## src/rtl/os_pulse_pkg.sv

```systemverilog
// rtl/os_pulse_pkg.sv - shared state type and default sizing for the pulse measurement block
package os_pulse_pkg;

  localparam int CNT_W_DEF   = 8;
  localparam int TIMEOUT_DEF = 255;

  typedef enum logic [1:0] {
    IDLE = 2'd0,
    WAIT = 2'd1,
    HIGH = 2'd2
  } state_t;

endpackage

```

## src/rtl/os_edge_det.sv

```systemverilog
// rtl/os_edge_det.sv - gated rising-edge detector; prev resets high so a level held through reset is not an edge
module os_edge_det (
  input  logic clk,
  input  logic reset,
  input  logic in,
  input  logic en,
  output logic rise
);

  logic prev;

  // Track the previous level every cycle, independent of the enable.
  always_ff @(posedge clk) begin
    if (reset) begin
      prev <= 1'b1;
    end else begin
      prev <= in;
    end
  end

  assign rise = en & in & ~prev;

endmodule

```

## src/rtl/os_pulse_meas.sv

```systemverilog
// rtl/os_pulse_meas.sv - trigger-to-pulse delay and pulse width measurement; optional retrigger via OS_PULSE_MEAS_RETRIG_EN
module os_pulse_meas
  import os_pulse_pkg::*;
#(
  parameter int CNT_W   = CNT_W_DEF,
  parameter int TIMEOUT = TIMEOUT_DEF
) (
  input  logic             clk,
  input  logic             reset,
  input  logic             trig,
  input  logic             trig_en,
  input  logic             pulse_in,
  output logic             busy,
  output logic             valid,
  output logic [CNT_W-1:0] delay_cnt,
  output logic [CNT_W-1:0] width_cnt,
  output logic             width_sat,
  output logic             timeout_err
);

  localparam logic [CNT_W-1:0] CNT_ONE   = CNT_W'(1);
  localparam logic [CNT_W-1:0] CNT_MAX   = {CNT_W{1'b1}};
  localparam logic [CNT_W-1:0] TIMEOUT_V = CNT_W'(TIMEOUT);

  state_t           state;
  logic [CNT_W-1:0] delay;
  logic [CNT_W-1:0] width;
  logic             sat;
  logic             rise;

  state_t           start_state;
  logic [CNT_W-1:0] start_delay;
  logic [CNT_W-1:0] start_width;

  os_edge_det u_edge (
    .clk  (clk),
    .reset(reset),
    .in   (trig),
    .en   (trig_en),
    .rise (rise)
  );

  // Where a new measurement lands depends on whether the pulse is already high at the edge.
  always_comb begin
    start_state = WAIT;
    start_delay = CNT_ONE;
    start_width = '0;
    if (pulse_in) begin
      start_state = HIGH;
      start_delay = '0;
      start_width = CNT_ONE;
    end
  end

  // Measurement FSM with registered result and strobe outputs.
  always_ff @(posedge clk) begin
    if (reset) begin
      state       <= IDLE;
      delay       <= '0;
      width       <= '0;
      sat         <= 1'b0;
      delay_cnt   <= '0;
      width_cnt   <= '0;
      width_sat   <= 1'b0;
      valid       <= 1'b0;
      timeout_err <= 1'b0;
    end else begin
      valid       <= 1'b0;
      timeout_err <= 1'b0;
      case (state)
        IDLE: begin
          if (rise) begin
            state <= start_state;
            delay <= start_delay;
            width <= start_width;
            sat   <= 1'b0;
          end
        end
        WAIT: begin
`ifdef OS_PULSE_MEAS_RETRIG_EN
          if (rise) begin
            state <= start_state;
            delay <= start_delay;
            width <= start_width;
            sat   <= 1'b0;
          end else
`endif
          if (pulse_in) begin
            state <= HIGH;
            width <= CNT_ONE;
            sat   <= 1'b0;
          end else if (delay == TIMEOUT_V) begin
            state       <= IDLE;
            timeout_err <= 1'b1;
          end else begin
            delay <= delay + CNT_ONE;
          end
        end
        HIGH: begin
          if (!pulse_in) begin
            delay_cnt <= delay;
            width_cnt <= width;
            width_sat <= sat;
            valid     <= 1'b1;
            state     <= IDLE;
`ifdef OS_PULSE_MEAS_RETRIG_EN
            // A coinciding edge both completes the old measurement and starts a new one.
            if (rise) begin
              state <= start_state;
              delay <= start_delay;
              width <= start_width;
              sat   <= 1'b0;
            end
`endif
          end
`ifdef OS_PULSE_MEAS_RETRIG_EN
          else if (rise) begin
            state <= start_state;
            delay <= start_delay;
            width <= start_width;
            sat   <= 1'b0;
          end
`endif
          else if (width == CNT_MAX) begin
            sat <= 1'b1;
          end else begin
            width <= width + CNT_ONE;
          end
        end
        default: state <= IDLE;
      endcase
    end
  end

  assign busy = (state != IDLE);

endmodule

```

## config.mk

```make
export PLATFORM = sky130hd
export DESIGN_NAME = os_pulse_meas
export DESIGN_NICKNAME = d
export VERILOG_FILES = /design/src/rtl/os_pulse_pkg.sv /design/src/rtl/os_edge_det.sv /design/src/rtl/os_pulse_meas.sv
export SDC_FILE = /design/constraint.sdc
export NUM_CORES = 1
export LEC_CHECK = 0
export BUFFER_PORTS_ARGS = -buffer_cell sky130_fd_sc_hd__buf_2
export CORE_ASPECT_RATIO = 1.5
export CORE_MARGIN = 4
export CORE_UTILIZATION = 30
export DETAILED_ROUTE_END_ITERATION = 8
export SETUP_SLACK_MARGIN = 0.3
export SLEW_MARGIN = 30
export SYNTH_ARGS = -nofsm -noshare
export SYNTH_HDL_FRONTEND = slang
export SYNTH_SLANG_ARGS = --single-unit
```

## constraint.sdc

```tcl
create_clock -name clk -period 2.2 [get_ports clk]
set_input_delay 0.55 -clock clk [delete_from_list [all_inputs] [get_ports clk]]
set_output_delay 0.55 -clock clk [all_outputs]
set_load 0.005 [all_outputs]
```

==> impl_results.md <==
* Reg2reg path depth at 7
* 1st-pass router iterations at 4
* Setup violations, final at 0
* Largest net degree at the start of global routing at 19
* CTS tree: done
* Status: complete, no violations
* First-pass GRT wire length at 8220 um
* Routed WL at 4740 um
* CTS buffer count at 5
* Worst R2R Start: state[1]$_SDFFE_PP0P_
* Fin Hold WS at 0.454 ns
* Layout cells sized above 1 at 23.8%
* # diodes at 0
* TNS Setup at 0 ns
* Core box area at 6260 um^2
* Clock Skew at 0.00962 ns
* Critical Path Sink Type: output pin
* Initial Utilization at 31.4%
* Achievable Freq at 540 MHz
* Overflow after GRT at 0
* Cts hold-fix bufs at 0
* Routed Antenna Nets at 0
* Top-area cell type share of the netlist area at 39.7%
* Final HPWL DP at 3450 um
* Final Slew Violations at 0
* Worst R2R End: state[0]$_SDFFE_PP0P_
* WL/cell at 13.5 um
* Sequential area share after synthesis at 39.7%
* Detail-routed via count per cell at 5.38
* Measured slew at the worst slew-check pin at 0.324 ns
* Hold crit path type: flop to flop
* Seq cells post-synth at 39
* CTS root buf: clkbuf_8
* Clock Path Buffers at 2
* Worst skew pair latency at 0.30 ns
* Vias in the first global route at 1812
* H-tree depth reported by CTS at 2
* Top area cells in the synthesized netlist: dfxtp_1 (40%), nand2_1 (8.2%), a21oi_1 (7.9%)
* Largest area contributor in the netlist: dfxtp_1
* # nets final at 287
* Crit Path Class: flop to output pin
* Worst setup path endpoint: busy
* Initial antenna violation count at 0
* Die H at 107 um
* Most common cell after layout, fill and taps aside: nand2_1
* Final worst path period need at 1.85 ns
* Period utilization at 84.2%
* Avg Inst Size Synth at 8.08 um^2
* Syn nets at 254
* Io pins at 25
* Pwr Density at 619 nW/um^2
* Critical Path Source: state[0]$_SDFFE_PP0P_
* Number of enable flip-flop cells after synthesis at 0
* R2R setup slack at 0.36 ns
* Final count of hold timing violations at 0
* Reg clk slew, reported paths at 0.08 ns
* Most frequent cells in the layout: nand2_1 (43), dfxtp_1 (36), a21oi_1 (31)
* Ys flop type: dfxtp_1
* Area delta synth->final at 21.0%
* Startpoint types: flop
* Post-synth cell types at 50
* Post-Syn Instances at 243
* Max-Cap Viols at 0
* LEAKAGE at 0.000867 uW
* Die Area at 7930 um^2
* RSZ-0062 raised after global routing: true
* Num rows at 35
* Port Buf Inserts at 24
* Synth warn at 0
* DRC Markers at 0
* Max FO, Critical Path at 5
* Slew HR at 78.2%
* Worst-case vdd ir drop at 277 uV
* Worst path required time at 1.65 ns
* Final WS setup at 0.349 ns
* Clk sinks at 39
* DRT iter0 DRCs at 96
* DR vias at 1888
* Total GRT Usage at 12.8%
* Die Wd at 74.1 um
* Critical path arrival at 1.30 ns
* Mapped cell area at 1960 um^2
* GPL Wtd Cong at 0.816
* Post-Place Worst Slack at 0.197 ns
* Asr flop ratio synth at 0%
-- per-layer routing --
layer | vias to the layer above | track usage, % | part of all wire (%)
met3 | 8 | 1.88 | 5.7
met2 | 54 | 22.0 | 49
met1 | 884 | 15.3 | 43
met4 | 0 | 5.70 | 2.2
li1 | 942 | - | -
met5 | - | 0 | 0
-- registers in the layout, summed over array words and instances (netlist names) --
signal,cells
delay_cnt,8
sat,1
state,2
timeout_err,1
width_cnt,8
u_edge.prev,1
valid,1
width,8
width_sat,1
delay,8
-- worst max-delay path, cell delays in order (launching register included) --
cell	delay, ns
dfxtp_1	0.39
inv_1	0.11
ha_2	0.24
inv_2	0.13
buf_2	0.14
-- Yosys cell counts, drive strengths merged (2+ instances only) --
| cell | instances |
|---|---|
| a2111o | 2 |
| a211oi | 6 |
| a21oi | 32 |
| a31oi | 2 |
| and3 | 2 |
| buf | 8 |
| clkbuf | 5 |
| dfxtp | 39 |
| ha | 6 |
| inv | 10 |
| nand2 | 43 |
| nand2b | 3 |
| nand3 | 12 |
| nand3b | 3 |
| nand4 | 6 |
| nor2 | 10 |
| nor2b | 2 |
| nor3 | 5 |
| nor3b | 2 |
| nor4 | 2 |
| o211a | 2 |
| o211ai | 3 |
| o21ai | 11 |
| o21bai | 3 |
| o31ai | 2 |
| or2 | 2 |
| or3 | 3 |
| or4 | 3 |
-- cells by family after synthesis --
logic type      share of synthesized area [%]
buf+inv                                  5.35
flops                                    39.7
mux                                      1.08
compound gates                           24.6
simple gates                             25.4
fa+ha+maj                                3.82
-- worst min path at each step --
| stage | startpoint | to | cells after the start |
|---|---|---|---|
| after detailed placement | width_cnt[7]$_SDFFE_PP0P_ | width_cnt[7]$_SDFFE_PP0P_ | 2 |
| after CTS | width_cnt[7]$_SDFFE_PP0P_ | width_cnt[7]$_SDFFE_PP0P_ | 2 |
| after floorplan | sat$_SDFFE_PP0P_ | width_sat$_SDFFE_PP0P_ | 2 |
| final | width_cnt[7]$_SDFFE_PP0P_ | width_cnt[7]$_SDFFE_PP0P_ | 2 |
| after global placement | width_cnt[3]$_SDFFE_PP0P_ | width_cnt[3]$_SDFFE_PP0P_ | 2 |
| after global routing | width_cnt[6]$_SDFFE_PP0P_ | width_cnt[6]$_SDFFE_PP0P_ | 2 |
-- area by class of cell --
cell class              instances  area [um^2]
clock inverters                 2         35.0
multi-input cells             180         1110
repair buffers                 39          233
well taps                      74         92.6
flip-flops and latches         39          785
inverters                      11         41.3
fillers                       649         3890
clock buffers                   6         82.6
-- stage by stage --
step	instances	power (uW)	util (%)	instance area (um^2)
4_1_cts	351	1490	37.5	2350
6_report	351	1470	37.9	2380
3_5_place_dp	336	839	34.7	2170
5_1_grt	351	1530	37.9	2380
3_3_place_gp	336	838	34.7	2170
2_1_floorplan	243	808	-	1960
-- what timing repair did --
action,in CTS,in global routing
pin swaps,1,0
setup buffers,7,0
resized for setup,1,10
setup endpoints to repair,3,8
-- report_power, final --
group / leakage, uW / internal [uW] / switching, uW
combinational: 0.000490 / 51.9 / 78.9
sequential: 0.000316 / 710 / 4.46
clock: 0.0000612 / 367 / 259
total: 0.000867 / 1130 / 342
(Power assumes the default switching activity.)
